===== config.mk =====
export PLATFORM = sky130hd
export DESIGN_NAME = uart_rx_wfifo
export DESIGN_NICKNAME = d
export VERILOG_FILES = /design/src/rtl/uart_pkg.sv /design/src/rtl/uart_rx_sync.sv /design/src/rtl/uart_rx_wfifo.sv
export SDC_FILE = /design/constraint.sdc
export NUM_CORES = 1
export LEC_CHECK = 0
export CAP_MARGIN = 10
export CORE_MARGIN = 2
export CORE_UTILIZATION = 35
export CTS_BUF_LIST = sky130_fd_sc_hd__clkbuf_16
export DETAILED_ROUTE_END_ITERATION = 10
export SETUP_SLACK_MARGIN = 0.2
export SKIP_CTS_REPAIR_TIMING = 1
export SLEW_MARGIN = 20
export SYNTH_ARGS = -nofsm -noshare
export SYNTH_HDL_FRONTEND = slang
export SYNTH_SLANG_ARGS = --single-unit

===== constraint.sdc =====
create_clock -name clk -period 1.9 [get_ports clk]
set_input_delay 0.19 -clock clk [delete_from_list [all_inputs] [get_ports clk]]
set_output_delay 0.19 -clock clk [all_outputs]
set_load 0.02 [all_outputs]

===== src/rtl/uart_pkg.sv =====
`default_nettype none
// +----------------------------------------------------------------------+
// | Module  : uart_pkg                                                   |
// | Brief   : Baud timing and 8N1 frame layout shared by UART TX and RX. |
// | Revision: 1.0                                                        |
// +----------------------------------------------------------------------+
package uart_pkg;
   localparam int BAUD_END  = 5208;   // 50 MHz / 9600 baud
   localparam int BAUD_MID  = 2604;
   localparam int CNT1_END  = 10;
   localparam int START_IDX = 0;
   localparam int STOP_IDX  = 9;
   localparam int DATA_W    = 8;
endpackage
`default_nettype wire


===== src/rtl/uart_rx_sync.sv =====
`default_nettype none
// +----------------------------------------------------------------------+
// | Module  : uart_rx_sync                                               |
// | Brief   : 3-flop synchroniser for rs232_rx plus falling-edge detect. |
// | Revision: 1.0                                                        |
// +----------------------------------------------------------------------+
module uart_rx_sync (
   input  logic clk,
   input  logic rst,
   input  logic rx,
   output logic rx_sync,
   output logic rx_fall
);
   logic r_rx_s1;
   logic r_rx_s2;
   logic r_rx_s3;

   // Stages reset to the idle-high line level so reset release never looks like a start edge
   always_ff @(posedge clk or posedge rst) begin
      if (rst) begin
         r_rx_s1 <= 1'b1;
         r_rx_s2 <= 1'b1;
         r_rx_s3 <= 1'b1;
      end else begin
         r_rx_s1 <= rx;
         r_rx_s2 <= r_rx_s1;
         r_rx_s3 <= r_rx_s2;
      end
   end

   assign rx_sync = r_rx_s2;
   assign rx_fall = r_rx_s3 & ~r_rx_s2;
endmodule
`default_nettype wire


===== src/rtl/uart_rx_wfifo.sv =====
`default_nettype none
// +----------------------------------------------------------------------+
// | Module  : uart_rx_wfifo                                              |
// | Brief   : 8N1 UART receiver pushing good bytes into the SDRAM wfifo. |
// | Revision: 1.0                                                        |
// +----------------------------------------------------------------------+
module uart_rx_wfifo
   import uart_pkg::*;
#(
   parameter int BAUD_END = uart_pkg::BAUD_END,
   parameter int BAUD_MID = uart_pkg::BAUD_MID,
   parameter int CNT1_END = uart_pkg::CNT1_END
) (
   input  logic              clk,
   input  logic              rst,
   input  logic              rs232_rx,
   output logic              wfifo_wr_en,
   output logic [DATA_W-1:0] wfifo_wr_data,
   input  logic              wfifo_full,
   output logic              frame_err,
   output logic              overflow
);
   localparam int CNT0_W = $clog2(BAUD_END);
   localparam int CNT1_W = $clog2(CNT1_END);

   localparam logic [CNT0_W-1:0] c_cnt0_end = CNT0_W'(BAUD_END - 1);
   localparam logic [CNT0_W-1:0] c_cnt0_mid = CNT0_W'(BAUD_MID - 1);
   localparam logic [CNT1_W-1:0] c_start    = CNT1_W'(START_IDX);
   localparam logic [CNT1_W-1:0] c_stop     = CNT1_W'(STOP_IDX);
   localparam logic [CNT1_W-1:0] c_data_lo  = CNT1_W'(START_IDX + 1);
   localparam logic [CNT1_W-1:0] c_data_hi  = CNT1_W'(START_IDX + DATA_W);

   logic              w_rx;
   logic              w_fall;
   logic              w_sample;
   logic              w_glitch;
   logic              w_stop;
   logic              r_busy;
   logic [CNT0_W-1:0] r_cnt0;
   logic [CNT1_W-1:0] r_cnt1;
   logic [DATA_W-1:0] r_shift;

   uart_rx_sync u_sync (
      .clk     (clk),
      .rst     (rst),
      .rx      (rs232_rx),
      .rx_sync (w_rx),
      .rx_fall (w_fall)
   );

   assign w_sample = r_busy && (r_cnt0 == c_cnt0_mid);
   assign w_glitch = w_sample && (r_cnt1 == c_start) && w_rx;
   assign w_stop   = w_sample && (r_cnt1 == c_stop);

   // Dropping busy at mid-stop lets a back-to-back start edge be caught
   always_ff @(posedge clk or posedge rst) begin
      if (rst) begin
         r_busy <= 1'b0;
         r_cnt0 <= '0;
         r_cnt1 <= '0;
      end else if (!r_busy) begin
         if (w_fall) begin
            r_busy <= 1'b1;
            r_cnt0 <= '0;
            r_cnt1 <= '0;
         end
      end else if (w_glitch || w_stop) begin
         r_busy <= 1'b0;
         r_cnt0 <= '0;
         r_cnt1 <= '0;
      end else if (r_cnt0 == c_cnt0_end) begin
         r_cnt0 <= '0;
         r_cnt1 <= r_cnt1 + 1'b1;
      end else begin
         r_cnt0 <= r_cnt0 + 1'b1;
      end
   end

   // LSB arrives first, so shifting in from the top leaves bit 0 in place after 8 samples
   always_ff @(posedge clk or posedge rst) begin
      if (rst) begin
         r_shift <= '0;
      end else if (w_sample && (r_cnt1 >= c_data_lo) && (r_cnt1 <= c_data_hi)) begin
         r_shift <= {w_rx, r_shift[DATA_W-1:1]};
      end
   end

   always_ff @(posedge clk or posedge rst) begin
      if (rst) begin
         wfifo_wr_en   <= 1'b0;
         wfifo_wr_data <= '0;
         frame_err     <= 1'b0;
         overflow      <= 1'b0;
      end else begin
         wfifo_wr_en <= 1'b0;
         frame_err   <= 1'b0;
         overflow    <= 1'b0;
         if (w_stop) begin
            if (!w_rx) begin
               frame_err <= 1'b1;
            end else if (wfifo_full) begin
               overflow <= 1'b1;
            end else begin
               wfifo_wr_en   <= 1'b1;
               wfifo_wr_data <= r_shift;
            end
         end
      end
   end
endmodule
`default_nettype wire


==> results.toml <==
[sta]
slew_viol_final = 0
fin_crit_sh_pct = 99.38
finalCriticalPeriod_ns = 1.888
fmax_mhz = 529.6
fin_worst_hold_slack_ns = 0.3264
finClkSkew_ns = 0.004536
hold_violations = 0
setup_viol = 0
rsz0062_at_grt = "true"
relSlewSlack_pct = 67.17
tightest_slew_ns = 0.4924

[detailed_routing]
first_iter_violations = 97
drt_wl_total_mm = 3.743
vias_per_cell = 4.801
route.detailed.drc = 0
firstDrtPassIters = 4
drt.antenna.violating_nets = 0
num_vias = 1282
wl_per_cell_um = 14.02

[logic_synthesis]
synth-edff-count = 0
synth-seq-area-share_pct = 54.81
synth_area_mm2 = 0.001833
synthArstFlopShare_pct = 100.0
synth_fp_nets = 159
synthFlopType = "dfrtp_1"
avgSynthCellArea_um2 = 12.14
synth_cell_type_count = 39
syn_inst = 151
yosys.area.top_type = "dfrtp_1"
ys_seq_elements = 40
synth.area.top_cells = "dfrtp_1 51%, mux2_2 9.8%, dfstp_2 4.3%"
netlist.area_leader.share_pct = 50.51
synth_warnings = 0

[layout]
nets = 204
multi_input_area_um2 = 909.6
regArea_mm2 = 0.001005
syn2layout_area_growth_pct = 38.50
n_fill_cell = 454
n_antenna_cell = 0
drive_above_1_share_pct = 37.56

[die]
core_mm2 = 0.005075
io_pins = 15
dieArea_mm2 = 0.005832
row_count = 26
start_util_pct = 36.12
dieWidth_um = 76.37
die_y_um = 76.37

[clock_tree]
tritoncts.num_buffers = 5
cts.path.max_buffers = 2
clk_pin_slew_worst_paths_ns = 0.06
cts_tree = "done"
clock-sinks = 40
clk_latency_ns = 0.27
cts_root_buf = "clkbuf_16"
htreeDepth = 2

[critical_path]
crit_fanout = 5
cp.arrival_ns = 2.03
cp-start-kind = "flip-flop"
worst_setup_path_end_kind = "flip-flop"
required_ns = 2.04
critPathKind = "flip-flop to flip-flop"

[grt]
grt_pass1_vias = 1284
grt_usage_pct = 12.57
grt_first_pass_wirelength_mm = 5.823
grt_max_degree = 41
antenna_found_initial = 0
overflow = 0

[min_path]
hp-class = "primary input to async pin"

[power_and_ir_drop]
power_uw = 2302
power.density_mw_per_mm2 = 906.6
irDropWorstVdd_mv = 0.5407
p_leak_uw = 0.001168

[place]
finalWeightedCongestion = 0.7663
io_buffers = 14
dpl.hpwl_mm = 2.434

[run]
maxCapViolations = 0

[run_status]
outcome = "finished clean"
==> report_power, final <==
part	switching, uW	internal, uW	leakage [uW]	total [uW]
clock	313	616	0.0000798	929
sequential	80.3	927	0.000531	1010
combinational	169	196	0.000558	365
==> final cells by class <==
cell class                 instances  share of cell area (%)
inverter                           4                  0.5914
timing repair buffer              40                   13.95
multi-input combinational        105                   35.83
clock inverter                     3                   1.676
tap                               70                   3.450
sequential                        40                   39.58
clock buffer                       5                   4.929
==> synth_stat cells, types with 3 or more instances <==
cell / number
a21oi_1: 4
dfrtp_1: 37
dfstp_2: 3
ha_1: 4
inv_1: 4
mux2_2: 16
nand2_1: 14
nand2b_1: 3
nand3_1: 4
nand4_1: 4
nor2_1: 15
xor2_1: 9
==> registers in the layout, summed over array words and instances, names as in the netlist <==
name            cells
u_sync.r_rx_s1      1
r_cnt1              4
r_cnt0             13
r_shift             8
u_sync.rx_sync      1
wfifo_wr_en         1
frame_err           1
overflow            1
r_busy              1
wfifo_wr_data       8
u_sync.r_rx_s3      1
==> critical path: stages, from the launching register on <==
cell      delay, ns
dfrtp_1        0.40
or4b_4         0.56
nor4_4         0.13
buf_4          0.18
nand4_1        0.18
nand4b_1       0.19
o311ai_2       0.12
==> logic make-up (layout without fill, tap and decap cells) <==
logic type               count (synthesis)  after routing  synth area share (%)
adder cells (fa/ha/maj)                  4              4                 2.730
flip-flops                              40             40                 54.81
AO/OA/AOI/OAI                           16             16                 6.075
buffers and inverters                    6             52                 1.501
XOR/XNOR                                10             10                 4.778
multiplexers                            16             16                 9.829
AND/OR/NAND/NOR                         59             59                 20.27
==> path summary, 6_finish.rpt <==
kind / cells after the start / start / slack [ns] / to
max in group asynchronous: 3 / rst / 1.21 / u_sync.rx_sync
min in group clk: 1 / rs232_rx / 0.33 / u_sync.r_rx_s1
min: 3 / rst / 0.33 / wfifo_wr_data[6]
min reg2reg: 0 / u_sync.r_rx_s1 / 0.36 / u_sync.rx_sync
max: 6 / r_cnt0[3] / 0.01 / r_cnt1[3]
max reg2reg: 6 / r_cnt0[3] / 0.01 / r_cnt1[3]
==> layer usage <==
layer / vias to the layer above / GRT usage [%] / share of wire [%]
met3: 2 / 4.265 / 2.5
met1: 635 / 14.35 / 45
met2: 20 / 21.68 / 52
met5: - / 0 / 0
met4: 0 / 4.909 / 0.69
li1: 625 / - / -
==> cell usage in the layout, fill, tap and decap left out, types with 2 or more instances in the layout <==
cell             synthesis  routed
mux2_2                  16       6
nand4b_1                 2       2
and4_2                   2       2
nand2_1                 14      12
clkdlybuf4s50_1          0      14
clkbuf_16                0       5
xor2_1                   9       9
o22ai_1                  2       2
nor2_1                  15      15
nand4_1                  4       4
a21oi_1                  4       3
ha_2                     0       2
buf_4                    1      21
inv_1                    4       3
dfrtp_1                 37      37
dfstp_2                  3       3
nor3_1                   2       2
nor4b_4                  2       2
nand2b_1                 3       3
buf_6                    0       5
mux2_4                   0      10
nand3_1                  4       4
ha_1                     4       2
==> per-stage QoR <==
step / worst slack (ns) / instances / TNS, ns / utilization, % / instance area, um^2
global route: -0.07395 / 267 / -0.3486 / 50.02 / 2539
global placement: 0.07377 / 248 / 0 / 42.68 / 2166
CTS: 0.02074 / 256 / 0 / 45.98 / 2333
floorplan: -0.01329 / 151 / -0.1063 / - / 1842
detailed placement: 0.02750 / 248 / 0 / 42.68 / 2166
finish: 0.01175 / 267 / 0 / 50.02 / 2539
Note: power is estimated with default switching activity, not from simulation.
==> variant, RTL diff (config.mk and constraints unchanged) <==
Register the output `overflow` once more; this adds one clock of latency there. The other outputs are not delayed to match.
--- a/src/rtl/uart_rx_wfifo.sv
+++ b/src/rtl/uart_rx_wfifo.sv
@@ -29,6 +29,8 @@
    localparam logic [CNT1_W-1:0] c_stop     = CNT1_W'(STOP_IDX);
    localparam logic [CNT1_W-1:0] c_data_lo  = CNT1_W'(START_IDX + 1);
    localparam logic [CNT1_W-1:0] c_data_hi  = CNT1_W'(START_IDX + DATA_W);
+
+   logic overflow_s0;
 
    logic              w_rx;
    logic              w_fall;
@@ -90,16 +92,16 @@
          wfifo_wr_en   <= 1'b0;
          wfifo_wr_data <= '0;
          frame_err     <= 1'b0;
-         overflow      <= 1'b0;
+         overflow_s0   <= 1'b0;
       end else begin
          wfifo_wr_en <= 1'b0;
          frame_err   <= 1'b0;
-         overflow    <= 1'b0;
+         overflow_s0 <= 1'b0;
          if (w_stop) begin
             if (!w_rx) begin
                frame_err <= 1'b1;
             end else if (wfifo_full) begin
-               overflow <= 1'b1;
+               overflow_s0 <= 1'b1;
             end else begin
                wfifo_wr_en   <= 1'b1;
                wfifo_wr_data <= r_shift;
@@ -107,6 +109,10 @@
          end
       end
    end
+   always_ff @(posedge clk) begin
+      overflow <= overflow_s0;
+   end
+
 endmodule
 `default_nettype wire
 
Check against the original RTL: same outputs for any inputs over 10 cycles, from zero or initial values and one cycle with rst high; that may be too few to reach the edited logic, so the function may still have changed.
==> variant against the unedited design <==
  * Wire length down 4.6%
  * Worst setup slack gained 0.026 ns
  * Highest routed layer unchanged
  * Synthesized area up 1.1%
  * Power rose by 1.1%
  * Cell area down 1.4%
  * Sequential share of layout area grew 1.4 points
  * Sequential cell count up 1
  * Non-clock buffer count is 5 lower
  * Critical path type unchanged
  * Maximum frequency is 1.4% higher
==> variant: results (changes against the unedited design) <==
metric	value	unit	change
status	complete, no violations		
GPL Wtd Cong	0.781		+1.9%
P_clk	928	uW	about the same
Post-DP HPWL	2370	microns	-2.7%
sequential share of the synthesized area	0.553		+0.00488
M1 WL	1670	microns	-1.5%
Pleak	1.15	nW	-1.9%
clk buf depth	2		unchanged
dpl cell area	0.00219	sq mm	+0.92%
Setup crit start	r_cnt0[0]$_DFFE_PP0P_		
flop-to-flop setup slack	0.04	ns	+0.03 ns
Net Sw Frac	0.244		-0.000599
Seq cells	41		+2.5%
area of the multi-input gates	897	sq um	-1.4%
Avg Inst Size Synth	12.2	sq um	+0.43%
Clock buf/inv share	0.0655		-0.000543
Max stage delay on crit path	0.37	ns	-0.19 ns
placed insts	249		+0.40%
global routing met1 resource utilization	0.158		+0.0143
Vias per Instance	4.89		+1.9%
share of layout cells above drive strength 1	0.332		-0.0440
NonClk Buf Share	0.125		-0.0145
gr usage total	0.126		+0.000530
Worst path slowest cell	dfrtp_1		
Finished Layout Cells	263		-1.5%
library cells used by synthesis	40		+2.6%
vias in the first global route	1264		-1.6%
nets@finish	200		-2.0%
met3 GRT Util	0.0400		-0.00265
Register Area	0.00103	sq mm	+2.1%
1st-iter DRT viols	86		-11%
Setup Skew	0.00632	ns	+0.00178 ns
Multi-In Gates	105		unchanged
area delta synth->final	35.0	%	
Non-Clock Buffer Count	35		-13%
FILL cells	462		+1.8%
Post-Place Setup Slack	0.0173	ns	-0.0102 ns
post-route cell area	0.00250	sq mm	-1.4%
final hold slack	0.307	ns	-0.0195 ns
initial antenna violation count	0		unchanged
Worst-Margin Slew	0.497	ns	+0.00446 ns
met2 Usage GRT	0.200		-0.0168
met3 WL post-DR	123	microns	+29%
Met2 Routed Length	1720	microns	-11%
Clock Buffer Count	5		unchanged
ranking of synthesized cells by area	dfrtp_1, mux2_2, dfstp_2, xor2_1, nor2_1		
==> variant: cells by family after synthesis <==
kind of cell / synth area share
flip-flops: 0.553
AO/OA/AOI/OAI: 0.0601
buffers and inverters: 0.0149
adder cells (fa/ha/maj): 0.0270
AND/OR/NAND/NOR: 0.201
multiplexers: 0.0972
XOR/XNOR: 0.0473
==> variant: worst paths after layout <==
kind	endpoint	cells past startpoint
min	wfifo_wr_data[5]$_DFFE_PP0P_	3
max	r_cnt1[3]$_DFFE_PP0P_	8
min in group clk	u_sync.r_rx_s1$_DFF_PP1_	1
max reg2reg	r_cnt1[3]$_DFFE_PP0P_	8
min reg2reg	overflow$_DFF_P_	0
max in group asynchronous	u_sync.r_rx_s3$_DFF_PP1_	3
==> variant: worst max-delay path: cells and delay by family (launching register included) <==
kind                     cells  cell delay, ns
adder cells (fa/ha/maj)      1            0.19
AO/OA/AOI/OAI                1            0.30
flip-flops                   1            0.37
AND/OR/NAND/NOR              3            0.49
buffers and inverters        3            0.38
